**src/rtl/dmem_arb_pkg.sv**
```systemverilog
// Shared types and constants for the data-memory arbiter.
package dmem_arb_pkg;

    typedef enum logic {
        ARB_IDLE  = 1'b0,
        ARB_ISSUE = 1'b1
    } arb_state_t;

    // Requester port ids
    localparam logic REQ_PIPE = 1'b0;  // core pipeline memory stage
    localparam logic REQ_XFER = 1'b1;  // weight/result transfer engine

    // Response payload returned for completed stores
    localparam logic [31:0] STORE_RSP_DATA = 32'h0000_0000;

endpackage

```
**src/rtl/dmem_arb_pick.sv**
```systemverilog
// Two-way grant selection for the data-memory arbiter.
// Build option: ARB_ROUND_ROBIN_EN selects round-robin tie breaking;
// without it port 0 has fixed priority on a tie.
module dmem_arb_pick (
    input  logic       valid0,
    input  logic       valid1,
    input  logic       last_grant,  // port granted on the previous accept
    output logic [1:0] grant        // one-hot, bit N = port N
);

`ifndef ARB_ROUND_ROBIN_EN
    // Fixed priority ignores history; keep the input tied off cleanly.
    logic unused_last_grant;
    assign unused_last_grant = last_grant;
`endif

    // Grant the single requester, or break a tie by the configured policy
    always_comb begin
        grant = 2'b00;
        if (valid0 && valid1) begin
`ifdef ARB_ROUND_ROBIN_EN
            grant = last_grant ? 2'b01 : 2'b10;
`else
            grant = 2'b01;
`endif
        end else if (valid0) begin
            grant = 2'b01;
        end else if (valid1) begin
            grant = 2'b10;
        end
    end

endmodule

```
**src/rtl/data_mem_arbiter.sv**
```systemverilog
// Two-port arbiter and access sequencer for the shared data memory.
// Port 0 = core pipeline, port 1 = transfer engine. Each accepted command
// occupies one ISSUE cycle on the memory port and yields one registered
// response pulse the following cycle.
// Build option: ARB_ROUND_ROBIN_EN (round-robin ties; default fixed priority).
module data_mem_arbiter
    import dmem_arb_pkg::*;
#(
    parameter int IN_BUS_WIDTH = 32,
    parameter int MEMORY_WIDTH = 32
) (
    input  logic                    CLK,
    input  logic                    RST,
    input  logic                    reqValid0,
    input  logic                    reqWrite0,
    input  logic [IN_BUS_WIDTH-1:0] reqAddr0,
    input  logic [MEMORY_WIDTH-1:0] reqData0,
    output logic                    reqReady0,
    input  logic                    reqValid1,
    input  logic                    reqWrite1,
    input  logic [IN_BUS_WIDTH-1:0] reqAddr1,
    input  logic [MEMORY_WIDTH-1:0] reqData1,
    output logic                    reqReady1,
    output logic                    rspValid0,
    output logic [MEMORY_WIDTH-1:0] rspData0,
    output logic                    rspValid1,
    output logic [MEMORY_WIDTH-1:0] rspData1,
    output logic                    memWriteEn,
    output logic                    memReadEn,
    output logic [IN_BUS_WIDTH-1:0] memAddr,
    output logic [MEMORY_WIDTH-1:0] memWriteData,
    input  logic [MEMORY_WIDTH-1:0] memReadData
);

    localparam logic [MEMORY_WIDTH-1:0] STORE_DATA = MEMORY_WIDTH'(STORE_RSP_DATA);

    arb_state_t              state_q, state_d;
    logic                    cmd_write_q, cmd_write_d;
    logic [IN_BUS_WIDTH-1:0] cmd_addr_q, cmd_addr_d;
    logic [MEMORY_WIDTH-1:0] cmd_data_q, cmd_data_d;
    logic                    cmd_port_q, cmd_port_d;
    logic [1:0]              rsp_valid_q, rsp_valid_d;
    logic [MEMORY_WIDTH-1:0] rsp_data0_q, rsp_data0_d;
    logic [MEMORY_WIDTH-1:0] rsp_data1_q, rsp_data1_d;
    logic [1:0]              grant;
    logic                    last_grant;

`ifdef ARB_ROUND_ROBIN_EN
    logic last_grant_q, last_grant_d;
    assign last_grant = last_grant_q;

    // Remember which port won the most recent accept
    always_ff @(posedge CLK or posedge RST) begin
        if (RST) last_grant_q <= REQ_XFER;  // port 0 wins the first tie
        else     last_grant_q <= last_grant_d;
    end

    assign last_grant_d = (state_q == ARB_IDLE && grant != 2'b00) ? grant[1] : last_grant_q;
`else
    assign last_grant = REQ_XFER;
`endif

    dmem_arb_pick u_pick (
        .valid0     (reqValid0),
        .valid1     (reqValid1),
        .last_grant (last_grant),
        .grant      (grant)
    );

    // State, captured command and response registers
    always_ff @(posedge CLK or posedge RST) begin
        if (RST) begin
            state_q     <= ARB_IDLE;
            cmd_write_q <= 1'b0;
            cmd_addr_q  <= '0;
            cmd_data_q  <= '0;
            cmd_port_q  <= REQ_PIPE;
            rsp_valid_q <= 2'b00;
            rsp_data0_q <= '0;
            rsp_data1_q <= '0;
        end else begin
            state_q     <= state_d;
            cmd_write_q <= cmd_write_d;
            cmd_addr_q  <= cmd_addr_d;
            cmd_data_q  <= cmd_data_d;
            cmd_port_q  <= cmd_port_d;
            rsp_valid_q <= rsp_valid_d;
            rsp_data0_q <= rsp_data0_d;
            rsp_data1_q <= rsp_data1_d;
        end
    end

    // Next-state, command capture, accept strobes and response generation
    always_comb begin
        state_d     = state_q;
        cmd_write_d = cmd_write_q;
        cmd_addr_d  = cmd_addr_q;
        cmd_data_d  = cmd_data_q;
        cmd_port_d  = cmd_port_q;
        rsp_valid_d = 2'b00;
        rsp_data0_d = rsp_data0_q;
        rsp_data1_d = rsp_data1_q;
        reqReady0   = 1'b0;
        reqReady1   = 1'b0;
        case (state_q)
            ARB_IDLE: begin
                reqReady0 = grant[0] & reqValid0;
                reqReady1 = grant[1] & reqValid1;
                if (grant != 2'b00) begin
                    state_d = ARB_ISSUE;
                    if (grant[1]) begin
                        cmd_write_d = reqWrite1;
                        cmd_addr_d  = reqAddr1;
                        cmd_data_d  = reqData1;
                        cmd_port_d  = REQ_XFER;
                    end else begin
                        cmd_write_d = reqWrite0;
                        cmd_addr_d  = reqAddr0;
                        cmd_data_d  = reqData0;
                        cmd_port_d  = REQ_PIPE;
                    end
                end
            end
            ARB_ISSUE: begin
                state_d                 = ARB_IDLE;
                rsp_valid_d[cmd_port_q] = 1'b1;
                if (cmd_port_q == REQ_XFER)
                    rsp_data1_d = cmd_write_q ? STORE_DATA : memReadData;
                else
                    rsp_data0_d = cmd_write_q ? STORE_DATA : memReadData;
            end
            default: state_d = ARB_IDLE;
        endcase
    end

    // Memory port: enables only during ISSUE, address/data hold the last command
    assign memWriteEn   = (state_q == ARB_ISSUE) &  cmd_write_q;
    assign memReadEn    = (state_q == ARB_ISSUE) & ~cmd_write_q;
    assign memAddr      = cmd_addr_q;
    assign memWriteData = cmd_data_q;

    assign rspValid0 = rsp_valid_q[0];
    assign rspValid1 = rsp_valid_q[1];
    assign rspData0  = rsp_data0_q;
    assign rspData1  = rsp_data1_q;

endmodule

```
**config.mk**
```make
export PLATFORM = sky130hd
export DESIGN_NAME = data_mem_arbiter
export DESIGN_NICKNAME = d
export VERILOG_FILES = /design/src/rtl/dmem_arb_pkg.sv /design/src/rtl/dmem_arb_pick.sv /design/src/rtl/data_mem_arbiter.sv
export SDC_FILE = /design/constraint.sdc
export NUM_CORES = 1
export LEC_CHECK = 0
export CAP_MARGIN = 10
export CORE_AREA = 10 10 101 171
export CTS_BUF_LIST = sky130_fd_sc_hd__clkbuf_4 sky130_fd_sc_hd__clkbuf_8
export DETAILED_ROUTE_END_ITERATION = 8
export DIE_AREA = 0 0 111 181
export MAX_ROUTING_LAYER = met4
export PLACE_DENSITY_LB_ADDON = 0.08
export SYNTH_ARGS = -nofsm -noshare
export SYNTH_HDL_FRONTEND = slang
export SYNTH_HIERARCHICAL = 1
export SYNTH_SLANG_ARGS = --single-unit
```
**constraint.sdc**
```tcl
create_clock -name CLK -period 5.14 [get_ports CLK]
set_input_delay 1.028 -clock CLK [delete_from_list [all_inputs] [get_ports CLK]]
set_output_delay 1.028 -clock CLK [all_outputs]
set_load 0.01 [all_outputs]
```
After elaboration in Yosys (flattened, before gate mapping)

Cells that the tools add are included.

Register bits after elaboration: 133
Bits of input ports: 166
Output and inout bits: 134

$lt $le $gt $ge: 2
Mux-type cells: 15
Bitwise gates (word level): 7
Reductions and logical operators: 6

Operators by type and width:

| kind               | number |
|---|---|
| $mux 32            | 3 |
| $mux 2             | 4 |
| $mux 1             | 6 |
| $reduce_and 2->1   | 3 |
| $and 1x1->1        | 4 |
| $not 1->1          | 3 |
| $logic_and 1x1->1  | 2 |
| $lt 1x2->1 const B | 1 |
| $pmux 1 s2         | 1 |
| $reduce_bool 2->1  | 1 |
| $demux 1 s1        | 1 |
| $ge 1x1->1 const B | 1 |

Depth between registers and ports, before layout

Gate-level depths: netlist of the first run.

Word-level depth: 6
Mapped depth: 7

Modules after synthesis

Netlist of the first run, hierarchy kept.

By module, submodules not included:

| module           | instances | cells each | area an instance (µm²) | seq. area each (µm²) |
|---|---|---|---|---|
| data_mem_arbiter | 1         | 593        | 5,783.0                | 3,328.2 |
| dmem_arb_pick    | 1         | 2          | 10.0                   | 0.0 |

Worst setup path after synthesis of the first run

OpenSTA, ideal clock, no wires.

Kind: input-to-output
Start: in reqValid1
End: out reqReady1
Arrival: 1.889 ns
Required time: 4.112 ns
Slack: 2.223 ns
Stages: 4
Buffers on the path: 2
Cells stage by stage: nor2b_1 buf_4 clkbuf_1 and3_1

Cells in the longest elaborated chain, start to end: 5
Elaborated cells on any way between the ends: 6

Ends and longest elaborated chain:

| item            | RTL line                | source |
|---|---|---|
| from (decl)     | data_mem_arbiter.sv:19  | `input logic reqValid1,` |
| $mux 2          | dmem_arb_pick.sv:28     | `end else if (valid1) begin` |
| $mux 2          | dmem_arb_pick.sv:26     | `end else if (valid0) begin` |
| $mux 2          | dmem_arb_pick.sv:20     | `if (valid0 && valid1) begin` |
| $and 1x1->1 (*) | data_mem_arbiter.sv:108 | `reqReady1 = grant[1] & reqValid1;` |
| $mux 1 (*)      | data_mem_arbiter.sv:105 | `case (state_q)` |
| to (decl)       | data_mem_arbiter.sv:23  | `output logic reqReady1,` |

Mark *: on every way between the ends. The rest lies on a longest branch, timed or not.

Worst setup path in the final report of the first run

Start: in reqValid0
End: out reqReady1

Cells in the longest elaborated chain, start to end: 4
Elaborated cells on any way between the ends: 5

Ends and longest elaborated chain:

| item                                        | RTL line                                 | source |
|---|---|---|
| from (decl)                                 | data_mem_arbiter.sv:14                   | `input logic reqValid0,` |
| $mux 2 or $logic_and 1x1->1 (tied branches) | dmem_arb_pick.sv:26, dmem_arb_pick.sv:20 |  |
| $mux 2 (*)                                  | dmem_arb_pick.sv:20                      |  |
| named net grant[1]                          | data_mem_arbiter.sv:45                   | `logic [1:0] grant;` |
| $and 1x1->1 (*)                             | data_mem_arbiter.sv:108                  |  |
| $mux 1 (*)                                  | data_mem_arbiter.sv:105                  |  |

The timed path passes the listed nets; every way through them passes the cells marked *.

==> impl_results.md, run 1 <==
* Worst Setup Start Kind: primary input
* Synthesized area at a little under 6000 um2
* Setup tns final at 0 ps
* Clock transition at path regs at 70 ps
* Core outline area at 14300 um2
* Horiz. Die Dim at between 100 and 150 um
* Wire length per cell at roughly 20 um
* Synth Area per Inst at 9.746 um2
* Final period utilization at 0.6977
* Yosys warns at 6
* CP max-delay cell: clkdlybuf4s50_1
* Die Area at 20090 um2
* Setup violators final at 0
* Antenna violations before repair at 5
* Dpl ws at 1440 ps
* Arrival time at the worst endpoint at 2560 ps
* Area Overhead vs Synth at 58.98%
* DRT iter0 DRCs at ~280
* Buf+Inv Stages, Crit Path at 2
* Critical-path maximum fanout at 10
* CP Class: primary input to primary output
* Critical path's most frequent cell: clkdlybuf4s50_1
* Hpwl dp at approximately 16000 um
* FMAX at 0.2788 GHz
* Starting density of the core at 0.4050
* H-tree levels at 4
* Critical path's top delay family: buffers and inverters
* First-pass GRT wire length at 33520 um
* Vias at 5655
* Post-Syn Nets at 760
* DRC violation count after routing at 0
* Worst Setup End Kind: primary output
* Num rows at 58
* Max-cap violations at 0
* Remaining antenna violation count at 0
* Leak pwr at around 0.0037 uW
* Resized cells post-CTS at 0
* CTS Buf Count at 17
* Slack of the critical path at 1554 ps
* I/O Pins at 300
* Gpl congestion at 0.8095
* RSZ-0062 raised after global routing: no
* Hold Buf Count CTS at 0
* Largest net degree at the start of global routing at 79
* Power per standard cell area at 385.0 nW/um2
* Total of fill cells in the finished design at 1240
* Mapped Cells at 594
* Minimum clock period at roughly 3600 ps
* Post-layout util at 0.6438
* Worst skew pair latency at ~430 ps
* Max incr delay on CP at 610 ps
* Clock buffer depth at 2
* Post-CTS setup buffers at 0
* IO buf count at 299
* Req. time, crit path at 4110 ps
* Final Skew at about 15 ps
* Slew Viols, Final at 0
* DRT Wirelength at 21760 um
* Register area at 3328 um2
* Chip height at 181 um
* Clock root buffer: clkbuf_8
* GRT Resource Usage Total at 0.2132
* Min-Delay Path Class: flop to flop
* Most frequent cells in the layout: clkdlybuf4s50_1 (299), dfrtp_1 (133), nor3_1 (76)
* Commonest non-fill, non-tap cell in the layout: clkdlybuf4s50_1
* Area of the multi-input gates at between 2000 and 2500 um2
* Peak supply drop at 169.5 uV
* Drt first pass iters at 4
* GR Overflow Total at 0
* Final Hold Fails at 0
* TritonCTS clock tree: done
* Share of cells above drive strength 1 at 0.08542
* CTS sink count at 133
* NumNets Final at 1031
* Number of global-route vias before repair at 6013
* Vias per cell at between 5 and 6
* Crit path cell chain: clkdlybuf4s50_1 -> nor2b_2 -> and3_1 -> clkdlybuf4s50_1
* Worst slew pin tran at 1202 ps
* Status: finished, final reports clean
* Worst slew margin at 0.1988
[power breakdown]
part	total, uW	internal [uW]	switching (uW)
Sequential	1460	1300	166
Combinational	1250	695	551
Clock	836	369	467
[state kept, by name, indices dropped and copies added (netlist names)]
| name | cells |
|---|---|
| cmd_port_q | 1 |
| cmd_write_q | 1 |
| memAddr | 32 |
| memWriteData | 32 |
| rspData0 | 32 |
| rspData1 | 32 |
| rsp_valid_q | 2 |
| state_q | 1 |
[routing by layer]
metal	GRT usage	vias to the layer above	wire length (um)
li1	-	2627	-
met1	0.2205	2727	8275
met2	0.3580	250	11150
met3	0.06368	51	1402
met4	0.1104	0	928
met5	-	-	0
[area by class of cell]
| cell class | instances | share of cell area |
|---|---|---|
| diodes | 6 | 0.001631 |
| clock buffers | 18 | 0.02692 |
| clock inverters | 14 | 0.01455 |
| inverters | 5 | 0.002311 |
| multi-input cells | 402 | 0.2355 |
| flip-flops and latches | 133 | 0.3616 |
| well taps | 180 | 0.02447 |
| repair buffers | 306 | 0.3331 |
[worst reg2reg max path: cells and delay by family, from the launching register on]
family | cells | cell delay (ps)
buf+inv | 2 | 900
simple gates | 1 | 670
compound gates | 2 | 370
flops | 1 | 360
[worst paths after layout]
kind	depth (start not counted)	slack (ps)	end	start
max in group asynchronous	3	3090	rspData0[27]$_DFFE_PP0P_	RST
max reg2reg	5	2770	memAddr[27]$_DFFE_PP0P_	state_q$_DFF_PP0_
max	4	1550	reqReady1	reqValid0
min in group asynchronous	2	1190	rspData0[18]$_DFFE_PP0P_	RST
min reg2reg	2	480	rspData1[4]$_DFFE_PP0P_	rspData1[4]$_DFFE_PP0P_
min	2	480	rspData1[4]$_DFFE_PP0P_	rspData1[4]$_DFFE_PP0P_
[metrics by stage]
step | total power [uW] | hold slack (ps) | instances | cell area [um2]
global placement | 2710 | 463.0 | 1025 | 8792
finish | 3543 | 483.1 | 1064 | 9204
detailed placement | 2748 | 469.4 | 1025 | 8792
CTS | 3589 | 490.0 | 1057 | 9174
global route | 3752 | 508.5 | 1063 | 9201
floorplan | 1954 | 458.2 | 594 | 5789
(Power assumes the default switching activity.)
==> run 2: changes to the inputs <==
--- a/config.mk
+++ b/config.mk
@@ -6,10 +6,10 @@
 export NUM_CORES = 1
 export LEC_CHECK = 0
 export CAP_MARGIN = 10
-export CORE_AREA = 10 10 101 171
+export CORE_AREA = 10 10 106 179
 export CTS_BUF_LIST = sky130_fd_sc_hd__clkbuf_4 sky130_fd_sc_hd__clkbuf_8
 export DETAILED_ROUTE_END_ITERATION = 8
-export DIE_AREA = 0 0 111 181
+export DIE_AREA = 0 0 116 189
 export MAX_ROUTING_LAYER = met4
 export PLACE_DENSITY_LB_ADDON = 0.08
 export SYNTH_ARGS = -nofsm -noshare
==> constraint.sdc (replaced) <==
create_clock -name CLK -period 2.9 [get_ports CLK]
set_input_delay 0.58 -clock CLK [delete_from_list [all_inputs] [get_ports CLK]]
set_output_delay 0.58 -clock CLK [all_outputs]
set_load 0.01 [all_outputs]
==> impl_results.md, run 2 (synthesized netlist as in run 1, its figures left out) <==
* Post-layout util at 0.5873 (-0.05647)
* CP Class: primary input to primary output
* Max incr delay on CP at 540 ps (-70 ps)
* IO buf count at 299 (unchanged)
* H-tree levels at 4 (unchanged)
* CTS sink count at 133 (unchanged)
* Starting density of the core at 0.3647 (-0.04028)
* Critical-path maximum fanout at 3 (-7)
* Vias at 5582 (-1.3%)
* Drt first pass iters at 4 (unchanged)
* Clock root buffer: clkbuf_8
* Share of cells above drive strength 1 at 0.09368 (+0.008258)
* Number of global-route vias before repair at 6187 (+2.9%)
* Horiz. Die Dim at 116 um (+4.5%)
* Final period utilization at 0.8697
* Hold Buf Count CTS at 0 (unchanged)
* Slack of the critical path at 377.8 ps (-1176 ps)
* Worst slew pin tran at 737.4 ps (-464.5 ps)
* Dpl ws at 349.2 ps (-1090 ps)
* First-pass GRT wire length at 33880 um (+1.1%)
* Setup tns final at 0 ps (unchanged)
* Min-Delay Path Class: flop to flop
* DRT iter0 DRCs at 293 (+3.5%)
* Wire length per cell at 20.23 um (-1.1%)
* GRT Resource Usage Total at 0.2031 (-0.01005)
* Commonest non-fill, non-tap cell in the layout: clkdlybuf4s50_1
* Vias per cell at 5.169 (-2.8%)
* Most frequent cells in the layout: clkdlybuf4s50_1 (299), dfrtp_1 (133), nor3_1 (76)
* Remaining antenna violation count at 0 (unchanged)
* Crit path cell chain: clkdlybuf4s50_1 -> nor2b_2 -> and3_1 -> clkdlybuf4s50_1
* Clock buffer depth at 2 (unchanged)
* Largest net degree at the start of global routing at 66 (-16%)
* Critical path's most frequent cell: clkdlybuf4s50_1
* Clock transition at path regs at 80 ps (about the same)
* Max-cap violations at 0 (unchanged)
* Buf+Inv Stages, Crit Path at 2 (unchanged)
* Minimum clock period at 2522 ps
* Chip height at 189 um (+4.4%)
* TritonCTS clock tree: done
* Peak supply drop at 353.9 uV (+110%)
* NumNets Final at 1039 (+0.78%)
* Worst Setup Start Kind: primary input
* FMAX at roughly 0.40 GHz
* Power per standard cell area at 687.7 nW/um2 (+79%)
* Antenna violations before repair at 5 (unchanged)
* Req. time, crit path at 2320 ps (-1790 ps)
* DRT Wirelength at 21840 um (+0.41%)
* FF-to-FF setup slack at 970 ps (-1800 ps)
* Worst skew pair latency at 440 ps (about the same)
* Worst slew margin at 0.5077 (+0.3089)
* R2R cell count at 5 (unchanged)
* Final Hold Fails at 0 (unchanged)
* CP max-delay cell: clkdlybuf4s50_1
* Leak pwr at 0.003719 uW (+1.6%)
* GR Overflow Total at 0 (unchanged)
* Final Skew at 17.46 ps (+2.853 ps)
* DRC violation count after routing at 0 (unchanged)
* Worst Setup End Kind: primary output
* Cell area after layout at 9324 um2 (+1.3%)
* Hpwl dp at 16240 um (+1.6%)
* Setup violators final at 0 (unchanged)
* Num rows at 61 (+5.2%)
* Dpl cell area at 8910 um2 (+1.3%)
* Resized cells post-CTS at 0 (unchanged)
* Status: finished, final reports clean
* Slew Viols, Final at 0 (unchanged)
* I/O Pins at 300 (unchanged)
* Arrival time at the worst endpoint at 1940 ps (-620 ps)
* CTS Buf Count at 17 (unchanged)
* Min-Delay Path Depth at 2 (unchanged)
* RSZ-0062 raised after global routing: no
* Worst reg2reg path endpoint: memAddr[27]$_DFFE_PP0P_
* Hold Crit Endpoint: rspData0[0]$_DFFE_PP0P_
* Area Overhead vs Synth at 61.05%
* Post-CTS setup buffers at 0 (unchanged)
* Die Area at 21920 um2 (+9.1%)
* Gpl congestion at 0.7757 (-4.2%)
* Total of fill cells in the finished design at 1438 (+16%)
* PnR Total Power at 6412 uW (+81%)
* Critical path's top delay family: buffers and inverters
* Reg-to-Reg Start: state_q$_DFF_PP0_
* Core outline area at 15880 um2 (+11%)
* HP Start: rspData0[0]$_DFFE_PP0P_
run 2: layout make-up:
type	instances	area [um2]	share of cell area
sequential	133	3328	0.3570
inverter	5	22.52	0.002415
clock inverter	13	146.4	0.01570
antenna	5	12.51	0.001342
clock buffer	19	255.2	0.02738
timing repair buffer	314	3156	0.3384
multi-input combinational	402	2167	0.2324
tap	189	236.5	0.02536
run 2: how the worst max path moves through the flow:
stage / start / end / slack [ps] / depth (start not counted)
6_report: reqValid1 / reqReady1 / 380 / 4
5_1_grt: reqValid1 / reqReady1 / 330 / 4
4_1_cts: reqValid1 / reqReady1 / 370 / 4
3_5_place_dp: reqValid1 / memAddr[27]$_DFFE_PP0P_ / 350 / 7
3_3_place_gp: reqValid1 / reqReady1 / 370 / 4
2_1_floorplan: RST / cmd_port_q$_DFFE_PP0P_ / 670 / 1
run 2: where the power goes:
group / switching (uW) / internal [uW] / total (uW)
registers: 274 / 2300 / 2570
logic: 1000 / 1250 / 2250
clock network: 784 / 808 / 1590
run 2: worst reg2reg max path, delay by kind of cell, from the launching register on:
| family | cells | cell delay [ps] |
|---|---|---|
| compound gates | 2 | 320 |
| simple gates | 1 | 280 |
| buf+inv | 2 | 780 |
| flops | 1 | 490 |
run 2: routing by layer:
metal  up-vias  track usage  part of all wire
met5         -            -                 0
met4         0      0.08752             0.027
met3        36      0.06236             0.070
met2       230       0.3382              0.52
met1      2670       0.2168              0.39
li1       2646            -                 -
run 2: stage by stage:
stage                     std cells  hold slack, ps
after floorplan                 594           458.2
after global routing           1080           510.9
after global placement         1043           462.6
final                          1080           481.8
after CTS                      1075           489.4
after detailed placement       1043           469.1
==> run 3: changes to the inputs <==
--- a/config.mk
+++ b/config.mk
@@ -10,6 +10,7 @@
 export CTS_BUF_LIST = sky130_fd_sc_hd__clkbuf_4 sky130_fd_sc_hd__clkbuf_8
 export DETAILED_ROUTE_END_ITERATION = 8
 export DIE_AREA = 0 0 116 189
+export GPL_ROUTABILITY_DRIVEN = 0
 export MAX_ROUTING_LAYER = met4
 export PLACE_DENSITY_LB_ADDON = 0.08
 export SYNTH_ARGS = -nofsm -noshare
==> results of run 3 <==
No change in the layout: final DEF, timing and power equal those of run 2.
